File: src/rtl/grayscale_axis.sv
// RGB-to-grayscale AXI4-Stream converter with a two-stage valid/ready pipeline.
// An AXI4-Lite CTRL register enables conversion; when it is clear, pixels pass through untouched.
module grayscale_axis #(
    parameter int C_S_AXI_ADDR_WIDTH = 4,
    parameter int C_S_AXI_DATA_WIDTH = 32
) (
    input  logic                            aclk,
    input  logic                            aresetn,
    input  logic [C_S_AXI_ADDR_WIDTH-1:0]   s_axi_awaddr,
    input  logic                            s_axi_awvalid,
    output logic                            s_axi_awready,
    input  logic [C_S_AXI_DATA_WIDTH-1:0]   s_axi_wdata,
    input  logic [C_S_AXI_DATA_WIDTH/8-1:0] s_axi_wstrb,
    input  logic                            s_axi_wvalid,
    output logic                            s_axi_wready,
    output logic [1:0]                      s_axi_bresp,
    output logic                            s_axi_bvalid,
    input  logic                            s_axi_bready,
    input  logic [C_S_AXI_ADDR_WIDTH-1:0]   s_axi_araddr,
    input  logic                            s_axi_arvalid,
    output logic                            s_axi_arready,
    output logic [C_S_AXI_DATA_WIDTH-1:0]   s_axi_rdata,
    output logic [1:0]                      s_axi_rresp,
    output logic                            s_axi_rvalid,
    input  logic                            s_axi_rready,
    input  logic [31:0]                     s_axis_tdata,
    input  logic                            s_axis_tuser,
    input  logic                            s_axis_tlast,
    input  logic                            s_axis_tvalid,
    output logic                            s_axis_tready,
    output logic [31:0]                     m_axis_tdata,
    output logic                            m_axis_tuser,
    output logic                            m_axis_tlast,
    output logic                            m_axis_tvalid,
    input  logic                            m_axis_tready
);

    localparam logic [1:0] REG_CTRL   = 2'd0;
    localparam logic [1:0] REG_STATUS = 2'd1;

    typedef enum logic [1:0] {RD_IDLE, RD_ADDR, RD_DATA} rd_state_t;

    rd_state_t rd_state, rd_state_next;

    logic                          ctrl_enable;
    logic                          aw_held, w_held;
    logic [1:0]                    aw_sel_q;
    logic                          w_bit_q, w_strb0_q;
    logic [C_S_AXI_DATA_WIDTH-1:0] rd_mux;

    logic        s1_valid, s1_enable, s1_user, s1_last;
    logic [31:0] s1_data;
    logic        s2_ready;
    logic [15:0] luma_sum;
    logic [7:0]  luma;
    logic [31:0] conv_data;
    logic        unused_bits;

    assign s_axi_bresp = 2'b00;
    assign s_axi_rresp = 2'b00;

    // Address and data are captured independently; the register updates once both halves are held.
    always_ff @(posedge aclk or negedge aresetn) begin
        if (!aresetn) begin
            s_axi_awready <= 1'b0;
            s_axi_wready  <= 1'b0;
            s_axi_bvalid  <= 1'b0;
            aw_held       <= 1'b0;
            w_held        <= 1'b0;
            aw_sel_q      <= 2'd0;
            w_bit_q       <= 1'b0;
            w_strb0_q     <= 1'b0;
            ctrl_enable   <= 1'b0;
        end else begin
            s_axi_awready <= s_axi_awvalid && !s_axi_awready && !aw_held && !s_axi_bvalid;
            s_axi_wready  <= s_axi_wvalid && !s_axi_wready && !w_held && !s_axi_bvalid;
            if (s_axi_awvalid && s_axi_awready) begin
                aw_held  <= 1'b1;
                aw_sel_q <= s_axi_awaddr[3:2];
            end
            if (s_axi_wvalid && s_axi_wready) begin
                w_held    <= 1'b1;
                w_bit_q   <= s_axi_wdata[0];
                w_strb0_q <= s_axi_wstrb[0];
            end
            if (aw_held && w_held) begin
                aw_held      <= 1'b0;
                w_held       <= 1'b0;
                s_axi_bvalid <= 1'b1;
                if (aw_sel_q == REG_CTRL && w_strb0_q)
                    ctrl_enable <= w_bit_q;
            end else if (s_axi_bvalid && s_axi_bready) begin
                s_axi_bvalid <= 1'b0;
            end
        end
    end

    always_ff @(posedge aclk or negedge aresetn) begin
        if (!aresetn)
            rd_state <= RD_IDLE;
        else
            rd_state <= rd_state_next;
    end

    always_comb begin
        rd_state_next = rd_state;
        case (rd_state)
            RD_IDLE: if (s_axi_arvalid) rd_state_next = RD_ADDR;
            RD_ADDR: rd_state_next = RD_DATA;
            RD_DATA: if (s_axi_rready) rd_state_next = RD_IDLE;
            default: rd_state_next = RD_IDLE;
        endcase
    end

    always_comb begin
        s_axi_arready = (rd_state == RD_ADDR);
        s_axi_rvalid  = (rd_state == RD_DATA);
    end

    always_comb begin
        rd_mux = '0;
        case (s_axi_araddr[3:2])
            REG_CTRL:   rd_mux[0] = ctrl_enable;
            REG_STATUS: rd_mux[0] = s1_valid || m_axis_tvalid;
            default:    rd_mux = '0;
        endcase
    end

    // Read data is captured during the address handshake and held until the master takes it.
    always_ff @(posedge aclk or negedge aresetn) begin
        if (!aresetn)
            s_axi_rdata <= '0;
        else if (rd_state == RD_ADDR)
            s_axi_rdata <= rd_mux;
    end

    assign s2_ready      = !m_axis_tvalid || m_axis_tready;
    assign s_axis_tready = !s1_valid || s2_ready;

    assign luma_sum  = 16'd77  * {8'd0, s1_data[23:16]}
                     + 16'd150 * {8'd0, s1_data[15:8]}
                     + 16'd29  * {8'd0, s1_data[7:0]};
    assign luma      = luma_sum[15:8];
    assign conv_data = s1_enable ? {8'h00, luma, luma, luma} : s1_data;

    // Stage 1 records ENABLE alongside the beat so a later CTRL write cannot affect it.
    always_ff @(posedge aclk or negedge aresetn) begin
        if (!aresetn) begin
            s1_valid  <= 1'b0;
            s1_enable <= 1'b0;
            s1_user   <= 1'b0;
            s1_last   <= 1'b0;
            s1_data   <= '0;
        end else if (s_axis_tready) begin
            s1_valid <= s_axis_tvalid;
            if (s_axis_tvalid) begin
                s1_data   <= s_axis_tdata;
                s1_enable <= ctrl_enable;
                s1_user   <= s_axis_tuser;
                s1_last   <= s_axis_tlast;
            end
        end
    end

    always_ff @(posedge aclk or negedge aresetn) begin
        if (!aresetn) begin
            m_axis_tvalid <= 1'b0;
            m_axis_tdata  <= '0;
            m_axis_tuser  <= 1'b0;
            m_axis_tlast  <= 1'b0;
        end else if (s2_ready) begin
            m_axis_tvalid <= s1_valid;
            if (s1_valid) begin
                m_axis_tdata <= conv_data;
                m_axis_tuser <= s1_user;
                m_axis_tlast <= s1_last;
            end
        end
    end

    assign unused_bits = &{1'b0, s_axi_awaddr, s_axi_araddr, s_axi_wdata, s_axi_wstrb, luma_sum[7:0]};

endmodule

File: config.mk
export PLATFORM = sky130hd
export DESIGN_NAME = grayscale_axis
export DESIGN_NICKNAME = d
export VERILOG_FILES = /design/src/rtl/grayscale_axis.sv
export SDC_FILE = /design/constraint.sdc
export NUM_CORES = 1
export LEC_CHECK = 0
export CAP_MARGIN = 5
export CELL_PAD_IN_SITES_DETAIL_PLACEMENT = 1
export CELL_PAD_IN_SITES_GLOBAL_PLACEMENT = 1
export CORE_ASPECT_RATIO = 1.75
export CORE_UTILIZATION = 39
export DETAILED_ROUTE_END_ITERATION = 10
export PLACE_DENSITY_LB_ADDON = 0.1
export RECOVER_POWER = 50
export SLEW_MARGIN = 20
export SYNTH_ARGS = -nofsm -noshare
export SYNTH_HDL_FRONTEND = slang
export SYNTH_SLANG_ARGS = --single-unit
File: constraint.sdc
create_clock -name aclk -period 7.9 [get_ports aclk]
set_clock_uncertainty 0.2 [all_clocks]
set_input_delay 0.79 -clock aclk [delete_from_list [all_inputs] [get_ports aclk]]
set_output_delay 0.79 -clock aclk [all_outputs]
set_load 0.02 [all_outputs]
==> summary.md, run 1 <==
| Metric | Value |
|---|---|
| Clock Sinks | 84 |
| Cell row count | 63 |
| Critical Path AT | 6890 ps |
| Clk root buf | clkbuf_16 |
| Vias post-DR | 4,805 |
| First-pass GRT wire length | 28,250 um |
| Antenna Nets Post-Route | 0 |
| Min Tclk post-route | 6875 ps |
| GR Util All Layers | 0.2119 |
| Post-synth top cells | inv_1, dfrtp_1, ha_1 |
| Reg area | 2102 sq um |
| Sequential area share after synthesis | 0.3108 |
| Layout cells sized above 1 | 0.09517 |
| Final worst slack | 1025 ps |
| Remaining DRCs | 0 |
| Startpoint Class | register |
| Synthesis Warnings | 0 |
| CP peak stage delay | 570 ps |
| Top_reg_cell synth | dfrtp_1 |
| Htree depth | 3 |
| WL/cell | 17.91 um |
| Most frequent cell after synthesis | inv_1 |
| Status | finished with violations |
| GRT Max-Usage Layer | met2 |
| Post-CTS sizing | 0 |
| F_max | 145.5 MHz |
| Seq cells post-synth | 84 |
| First DRT Iteration DRCs | 147 |
| Drt via density | 4.938 |
| Die Y | 176.2 um |
| Max FO, Critical Path | 6 |
| Drt total wl | 17,420 um |
| Core area | 16,950 sq um |
| Die area | 17,890 sq um |
| RSZ-0062 raised after global routing | false |
| WP data required | 7910 ps |
| Post-DP HPWL | 14,200 um |
| Yosys top cell by area | dfrtp_1 |
| Diode count | 0 |
| Failing checks | max-capacitance violations, max-slew violations |
| Worst-skew pair later-pin latency | 340 ps |
| Tcrit/Tclk final | 0.8703 |
| GRT met2 Usage | 0.4220 |
| Final count of hold timing violations | 0 |
| NumNets Final | 967 |
| Endpoints failing setup | 0 |
| TritonCTS clock tree | built |
| Total gr overflow | 0 |
| CTS buffer count | 9 |
| Number of antenna violations at the first check in global routing | 0 |
| Worst Hold Class | reg -> reg |
| Area of the multi-input gates | 4080 sq um |
| Fill cells | 1,900 |
| Post-synth EDFFs | 0 |
| Hold Buf Count CTS | 0 |
| Placed Instances | 957 |
| Vias in the first global route | 5,553 |
| Final GP Congestion | 0.8159 |
| Clock slew at the register clock pins of the worst setup and hold paths | 70 ps |
| Top cell type's share of synthesized area | 0.3108 |
| Worst rel slew slack | -1.981 |
| Slew of the pin with the lowest slew margin | 4471 ps |
| Fin cells | 973 |
| Syn-to-layout area delta | 19.63% |
| Dpl ws | 960.9 ps |
| Fin. max-slew vios | 85 |
| Setup_tns | 0 ps |
| Initial Util | 0.3991 |
| IO buf count | 90 |
| Cell area after synthesis | 6764 sq um |
| I/O pins | 164 |
| Synthesized instance count | 651 |
| GRT met1 Usage | 0.2101 |
| Worst-path cell chain | ha_1 -> ha_1 -> inv_1 -> fa_1 -> fa_1 -> inv_1 -> ha_1 -> nand2_1 -> o21ai_2 -> xor2_1 -> ha_1 -> fa_1 -> inv_1 -> fa_1 -> fa_1 -> inv_1 -> ha_1 -> nand4_1 -> o21ai_1 -> a31oi_1 -> nand2_1 -> a221oi_2 -> xnor2_1 -> o21ai_1 |
| Die outline width | 101.6 um |
| Met3 Usage GRT | 0.03167 |
| Maximum clock path buffer count | 2 |
| Synth top area cells | dfrtp_1, fa_1, ha_1 |
| First-pass DRT Iterations | 4 |
| Max Cap Viol | 1 |
| Setup bufs post-CTS | 0 |
| Crit-path slowest cell | fa_1 |
| Mean area per synthesized cell | 10.39 sq um |
| Worst Setup End Kind | register |
| Critical path class | reg -> reg |
| Number of distinct library cells after synthesis | 53 |
| Asr flop ratio synth | 1.000 |
| Largest net degree at the start of global routing | 85 |
registers in the layout, summed over array words and instances (netlist names), 2 cells and up:
signal / count
m_axis_tdata: 32
s1_data: 32
aw_sel_q: 2
rd_state: 2
cell families (layout without fill, tap and decap cells):
family,after synthesis,count (layout),share of synthesized area
xor gates and xnor gates,14,14,0.01813
DFF,84,84,0.3108
adders and majority gates,139,139,0.3182
buffers and inverters,153,214,0.1051
muxes,44,44,0.07270
AOI/OAI and AO/OA,97,97,0.08953
and+or+nand+nor,119,119,0.08509
other,1,35,0.0005544
layout make-up:
class                      count  share of cell area
multi-input combinational    448              0.5043
sequential                    84              0.2598
timing repair buffer          95              0.1152
inverter                     103             0.04778
tap                          227             0.03510
clock buffer                   9             0.02783
clock inverter                 7             0.01005
metrics by stage:
stage          hold WS (ps)  utilization  area [sq um]
6_report              257.7       0.4774          8092
3_5_place_dp          257.9       0.4595          7787
3_3_place_gp          235.8       0.4595          7787
2_1_floorplan         221.9            -          6892
4_1_cts               266.4       0.4776          8094
5_1_grt               276.3       0.4774          8092
critical path: cells and delay by family (launching register included):
family	cells	cell delay (ps)
adder cells (fa/ha/maj)	10	4130
flip-flops	1	500
AND/OR/NAND/NOR	3	370
XOR/XNOR	2	380
AO/OA/AOI/OAI	5	950
buffers and inverters	4	200
layout by cell type, fill, tap and decap left out, types with 2 or more instances in the layout:
master	count
conb_1	35
o22ai_1	3
nand4_1	2
a211o_1	2
o21a_1	2
o21bai_1	4
clkdlybuf4s50_1	82
nor3_2	2
nor3_1	4
o21ai_1	6
a21oi_1	36
o21ai_0	19
mux2i_1	3
ha_1	84
dfrtp_1	84
a31oi_1	5
xnor2_1	7
dlygate4sd3_1	7
inv_1	103
and3_1	3
nand3_1	7
o31ai_1	2
clkbuf_16	9
nor2b_1	3
inv_6	3
nand2b_1	6
or3_1	5
nand2_1	47
nor4b_1	3
a21o_1	7
nand3b_1	3
nor2_1	27
fa_1	55
and4_1	2
mux2_2	40
xor2_1	7
buf_4	5
worst paths after layout:
check	slack, ps	from	to	cells after the start
worst max-delay path	1030	s1_data[12]	m_axis_tdata[23]	24
worst min-delay path	260	rd_state[1]	rd_state[0]	1
worst max register to register	1030	s1_data[12]	m_axis_tdata[23]	24
worst min register to register	260	rd_state[1]	rd_state[0]	1
max in group asynchronous	3170	aresetn	aw_sel_q[1]	1
min in group asynchronous	1820	aresetn	s1_data[29]	1
per-layer routing:
| metal | part of all wire | wire length (um) | vias to the layer above |
|---|---|---|---|
| met5 | 0 | 0 | - |
| met4 | 0.039 | 686 | 0 |
| met3 | 0.023 | 402 | 27 |
| met2 | 0.59 | 10250 | 92 |
| met1 | 0.35 | 6089 | 2436 |
| li1 | - | - | 2250 |
Power of run 1 is left out: the tool's default activity adds up to more than one toggle a clock period on the data nets, which glitch-free logic cannot reach.
==> run 2: changes to the inputs <==
Settings changed: CORE_UTILIZATION 39 to 42, HOLD_SLACK_MARGIN set to 0.1.
Clock period 7.9 ns to 8.2 ns, I/O delays scaled along.
==> summary.md, run 2 (synthesis results as in run 1) <==
| Metric | Value |
|---|---|
| Status | finished with violations (unchanged) |
| Failing checks | design-rule violations, max-capacitance violations, max-slew violations (was max-capacitance violations, max-slew violations) |
| Largest regs | m_axis_tdata: 32 flops, s1_data: 32 flops (unchanged) |
| Reg2Reg Depth | 24 (unchanged) |
| Layout cells sized above 1 | 0.09262 (was 0.09517) |
| Clock slew at the register clock pins of the worst setup and hold paths | 70 ps (about the same) |
| Post-DP HPWL | 13,690 um (was 14,200 um) |
| Slew of the pin with the lowest slew margin | 4471 ps (about the same) |
| Worst-skew pair later-pin latency | 340 ps (about the same) |
| Remaining DRCs | 6 (was 0) |
| RSZ-0062 raised after global routing | false (unchanged) |
| Number of antenna violations at the first check in global routing | 0 (unchanged) |
| Core area | 15,800 sq um (was 16,950 sq um) |
| Drt via density | 5.173 (was 4.938) |
| WP data required | 8220 ps (was 7910 ps) |
| Drt total wl | 16,950 um (was 17,420 um) |
| First-pass DRT Iterations | 7 (was 4) |
| Critical Path AT | 6900 ps (was 6890 ps) |
| Max FO, Critical Path | 6 (unchanged) |
| F_max | 145.2 MHz (was 145.5 MHz) |
| Crit-path slowest cell | fa_1 (unchanged) |
| Final GP Congestion | 0.8466 (was 0.8159) |
| Worst rel slew slack | -1.981 (about the same) |
| IO buf count | 90 (unchanged) |
| Max Cap Viol | 1 (unchanged) |
| Hold Buf Count CTS | 0 (unchanged) |
| Most frequent cells in the layout | inv_1, ha_1, dfrtp_1 (unchanged) |
| Setup_tns | 0 ps (unchanged) |
| Tcrit/Tclk final | 0.8400 (was 0.8703) |
| CP bufs+invs | 4 (unchanged) |
| Diode count | 0 (unchanged) |
| Die outline width | 97.93 um (was 101.6 um) |
| Initial Util | 0.4281 (was 0.3991) |
| Vias in the first global route | 5,495 (was 5,553) |
| First DRT Iteration DRCs | 119 (was 147) |
| Syn-to-layout area delta | 18.76% (was 19.63%) |
| Clock Sinks | 84 (unchanged) |
| Critical Path Stages | 24 (unchanged) |
| Setup bufs post-CTS | 0 (unchanged) |
| Endpoints failing setup | 0 (unchanged) |
| Critical path class | reg -> reg (unchanged) |
| Commonest non-fill, non-tap cell in the layout | inv_1 (unchanged) |
| CP peak stage delay | 570 ps (about the same) |
| Cell count of the worst hold path | 1 (unchanged) |
| Startpoint Class | register (unchanged) |
| GR Util All Layers | 0.2202 (was 0.2119) |
| TritonCTS clock tree | built (unchanged) |
| Maximum clock path buffer count | 2 (unchanged) |
| Post-CTS sizing | 0 (unchanged) |
| NumNets Final | 966 (was 967) |
| CTS buffer count | 9 (unchanged) |
| Delay-heaviest family, CP | adder cells (unchanged) |
| Antenna Nets Post-Route | 0 (unchanged) |
| Cell row count | 61 (was 63) |
| Worst Setup End Kind | register (unchanged) |
| Final count of hold timing violations | 0 (unchanged) |
| Die area | 16,640 sq um (was 17,890 sq um) |
| Clk root buf | clkbuf_16 (unchanged) |
| Fin. max-slew vios | 85 (unchanged) |
| Vias post-DR | 4,832 (was 4,805) |
| Final hold slack | 257.5 ps (was 257.7 ps) |
| Die Y | 169.9 um (was 176.2 um) |
| Total gr overflow | 0 (unchanged) |
| I/O pins | 164 (unchanged) |
| Largest net degree at the start of global routing | 85 (unchanged) |
| First-pass GRT wire length | 27,840 um (was 28,250 um) |
| Worst Hold Class | reg -> reg (unchanged) |
| Worst-path cell chain | ha_1 -> ha_1 -> inv_1 -> fa_1 -> fa_1 -> inv_1 -> ha_1 -> a21oi_1 -> o21ai_2 -> xor2_1 -> ha_1 -> fa_1 -> inv_1 -> fa_1 -> fa_1 -> inv_1 -> ha_1 -> nand4_1 -> o21ai_1 -> a31oi_1 -> nand2_1 -> a221oi_2 -> xnor2_1 -> o21ai_1 (was ha_1 -> ha_1 -> inv_1 -> fa_1 -> fa_1 -> inv_1 -> ha_1 -> nand2_1 -> o21ai_2 -> xor2_1 -> ha_1 -> fa_1 -> inv_1 -> fa_1 -> fa_1 -> inv_1 -> ha_1 -> nand4_1 -> o21ai_1 -> a31oi_1 -> nand2_1 -> a221oi_2 -> xnor2_1 -> o21ai_1) |
| Min Tclk post-route | 6888 ps (was 6875 ps) |
| WL/cell | 18.14 um (was 17.91 um) |
| Htree depth | 3 (unchanged) |
## run 2: per-layer routing
| layer | GRT usage | vias to the layer above | share of wire |
|---|---|---|---|
| li1 | - | 2254 | - |
| met1 | 0.2243 | 2462 | 0.34 |
| met2 | 0.4440 | 91 | 0.60 |
| met3 | 0.03614 | 25 | 0.031 |
| met4 | 0.07115 | 0 | 0.027 |
| met5 | 0 | - | 0 |
## run 2: worst paths after layout
kind                                  start                to  slack [ps]
max in group asynchronous           aresetn       s1_data[16]        3440
worst max register to register  s1_data[12]  m_axis_tdata[23]        1310
worst min register to register  rd_state[0]       rd_state[0]         260
worst max-delay path            s1_data[12]  m_axis_tdata[23]        1310
min in group asynchronous           aresetn       s1_data[27]        1860
worst min-delay path            rd_state[0]       rd_state[0]         260
## run 2: layout make-up
cell class,count,area [sq um]
Clock buffer,9,225.2
Clock inverter,7,82.58
Inverter,103,386.6
Multi-Input combinational cell,448,4079
Fill cell,1775,7766
Sequential cell,84,2102
Tap cell,189,236.5
Timing Repair Buffer,94,920.9
## run 2: stage by stage
step           worst slack [ps]  instance area (sq um)    util  instances
3_3_place_gp               1389                   7732  0.4894        918
5_1_grt                   924.6                   8033  0.5084        934
2_1_floorplan              1913                   6892       -        685
4_1_cts                    1231                   8040  0.5089        934
3_5_place_dp               1293                   7732  0.4894        918
6_report                   1312                   8033  0.5084        934
Power of run 2 is left out for the same reason.
==> run 3: changes to the inputs <==
Settings changed: CORE_UTILIZATION 42 to 39.
Clock period 8.2 ns to 6.85 ns, I/O delays scaled along.
==> summary.md, run 3 (synthesis results as in run 1) <==
| Metric | Value |
|---|---|
| Status | finished with violations (unchanged) |
| Failing checks | max-capacitance violations, max-slew violations (was design-rule violations, max-capacitance violations, max-slew violations) |
| Worst-skew pair later-pin latency | 340 ps (about the same) |
| Core area | 16,950 sq um (was 15,800 sq um) |
| Endpoints failing setup | 0 (unchanged) |
| Clock slew at the register clock pins of the worst setup and hold paths | 70 ps (about the same) |
| F_max | 152.5 MHz (was 145.2 MHz) |
| M1 WL | 6233 um (was 5826 um) |
| Worst Hold Class | reg -> reg (unchanged) |
| Placed Instances | 964 (was 918) |
| Setup_tns | 0 ps (unchanged) |
| Delay-heaviest family, CP | adder cells (unchanged) |
| WP data required | 6860 ps (was 8220 ps) |
| Final count of hold timing violations | 0 (unchanged) |
| Slew of the pin with the lowest slew margin | 2416 ps (was 4471 ps) |
| Htree depth | 3 (unchanged) |
| WL/cell | 18.73 um (was 18.14 um) |
| Syn-to-layout area delta | 21.29% (was 18.76%) |
| Die outline width | 101.6 um (was 97.93 um) |
| NumNets Final | 976 (was 966) |
| Worst flop-to-flop path endpoint | m_axis_tdata[7] (was m_axis_tdata[23]) |
| Layout cells sized above 1 | 0.1113 (was 0.09262) |
| Worst rel slew slack | -0.6106 (was -1.981) |
| Die Y | 176.2 um (was 169.9 um) |
| Drt via density | 4.933 (was 5.173) |
| Dpl ws | 152.6 ps (was 1293 ps) |
| Die area | 17,890 sq um (was 16,640 sq um) |
| TritonCTS clock tree | built (unchanged) |
| First DRT Iteration DRCs | 78 (was 119) |
| Maximum clock path buffer count | 2 (unchanged) |
| CP peak stage delay | 570 ps (about the same) |
| Clk root buf | clkbuf_16 (unchanged) |
| Diode count | 0 (unchanged) |
| Number of antenna violations at the first check in global routing | 0 (unchanged) |
| IO buf count | 90 (unchanged) |
| Final GP Congestion | 0.8116 (was 0.8466) |
| Worst r2r src | s1_data[12] (unchanged) |
| Remaining DRCs | 0 (was 6) |
| WHS Endpoint | rd_state[0] (unchanged) |
| Crit-path slowest cell | fa_1 (unchanged) |
| Reg2Reg Depth | 24 (unchanged) |
| CTS buffer count | 9 (unchanged) |
| Met2 routed WL | 11,080 um (was 10,140 um) |
| Met3 WL | 478 um (was 517 um) |
| Max Cap Viol | 2 (was 1) |
| CP bufs+invs | 4 (unchanged) |
| Post-DP HPWL | 14,910 um (was 13,690 um) |
| Worst path most repeated cell | fa_1 |
| Total gr overflow | 0 (unchanged) |
| Reg2reg setup slack | 290 ps (was 1310 ps) |
| Worst Setup End Kind | register (unchanged) |
| Max FO, Critical Path | 4 (was 6) |
| Most frequent cells in the layout | inv_1, dfrtp_1, ha_1 (was inv_1, ha_1, dfrtp_1) |
| Cell count of the worst hold path | 1 (unchanged) |
| Clock Sinks | 84 (unchanged) |
| First-pass DRT Iterations | 4 (was 7) |
| Vias in the first global route | 5,527 (was 5,495) |
| Drt total wl | 18,390 um (was 16,950 um) |
| Startpoint Class | register (unchanged) |
| Min Tclk post-route | 6558 ps (was 6888 ps) |
| Fin. max-slew vios | 87 (was 85) |
| Cell row count | 63 (was 61) |
| HP Start | rd_state[0] (unchanged) |
| Largest regs | m_axis_tdata: 32 flops, s1_data: 32 flops (unchanged) |
| GR Util All Layers | 0.2170 (was 0.2202) |
| Initial Util | 0.3991 (was 0.4281) |
| I/O pins | 164 (unchanged) |
| Final worst slack | 292.2 ps (was 1312 ps) |
| Critical path class | reg -> reg (unchanged) |
| Antenna Nets Post-Route | 0 (unchanged) |
| Final hold slack | 264.7 ps (was 257.5 ps) |
| Largest net degree at the start of global routing | 45 (was 85) |
| DR top layer | met4 (unchanged) |
| Tcrit/Tclk final | 0.9573 (was 0.8400) |
| Worst-path cell chain | ha_1 -> ha_1 -> inv_1 -> fa_1 -> fa_1 -> inv_1 -> ha_4 -> nand2_1 -> o21ai_4 -> xor2_1 -> ha_1 -> fa_1 -> inv_1 -> fa_1 -> fa_1 -> inv_1 -> ha_1 -> nand4_1 -> o21ai_1 -> a31oi_1 -> nand2_1 -> a221oi_2 -> xnor2_1 -> o21ai_1 (was ha_1 -> ha_1 -> inv_1 -> fa_1 -> fa_1 -> inv_1 -> ha_1 -> a21oi_1 -> o21ai_2 -> xor2_1 -> ha_1 -> fa_1 -> inv_1 -> fa_1 -> fa_1 -> inv_1 -> ha_1 -> nand4_1 -> o21ai_1 -> a31oi_1 -> nand2_1 -> a221oi_2 -> xnor2_1 -> o21ai_1) |
| Critical Path AT | 6570 ps (was 6900 ps) |
| Commonest non-fill, non-tap cell in the layout | inv_1 (unchanged) |
| Vias post-DR | 4,844 (was 4,832) |
| Fin cells | 982 (was 934) |
| First-pass GRT wire length | 28,560 um (was 27,840 um) |
run 3: changes by cell type in the layout (fill, tap and decap cells not counted), sizes merged:
cell,previous run,this run
clkdlybuf4s50,82,80
dlygate4sd3,7,9
buf,3,13
run 3: what timing repair did:
action                                  CTS  global route
resized for setup                         0             7
endpoints found under the setup margin    0             6
hold buffers                              0             0
buffers inserted                          0             2
run 3: routing by layer:
metal / track usage / up-vias
met2: 0.4448 / 90
met4: 0.08333 / 0
li1: - / 2265
met3: 0.03127 / 25
met1: 0.2054 / 2464
met5: 0 / -
run 3: worst max-delay path by stage:
stage                     start          endpoint  cells after the start  slack, ps
CTS                 s1_data[13]  m_axis_tdata[15]                     24        110
floorplan           s1_data[12]  m_axis_tdata[15]                     24        560
finish              s1_data[12]   m_axis_tdata[7]                     24        290
detailed placement  s1_data[13]  m_axis_tdata[15]                     24        150
global route        s1_data[12]  m_axis_tdata[15]                     24        -20
global placement    s1_data[13]  m_axis_tdata[15]                     24        230
run 3: cell type report:
class / instances / area (sq um)
fillers: 1872 / 8743
multi-input cells: 448 / 4128
flip-flops and latches: 84 / 2102
repair buffers: 104 / 996.0
inverters: 103 / 386.6
well taps: 227 / 284.0
clock buffers: 9 / 225.2
clock inverters: 7 / 82.58
run 3: per-stage QoR:
step	cell area [sq um]	utilization
2_1_floorplan	6892	-
3_3_place_gp	7840	0.4626
3_5_place_dp	7840	0.4626
4_1_cts	8148	0.4808
5_1_grt	8204	0.4841
6_report	8204	0.4841
Power of run 3 is left out for the same reason.
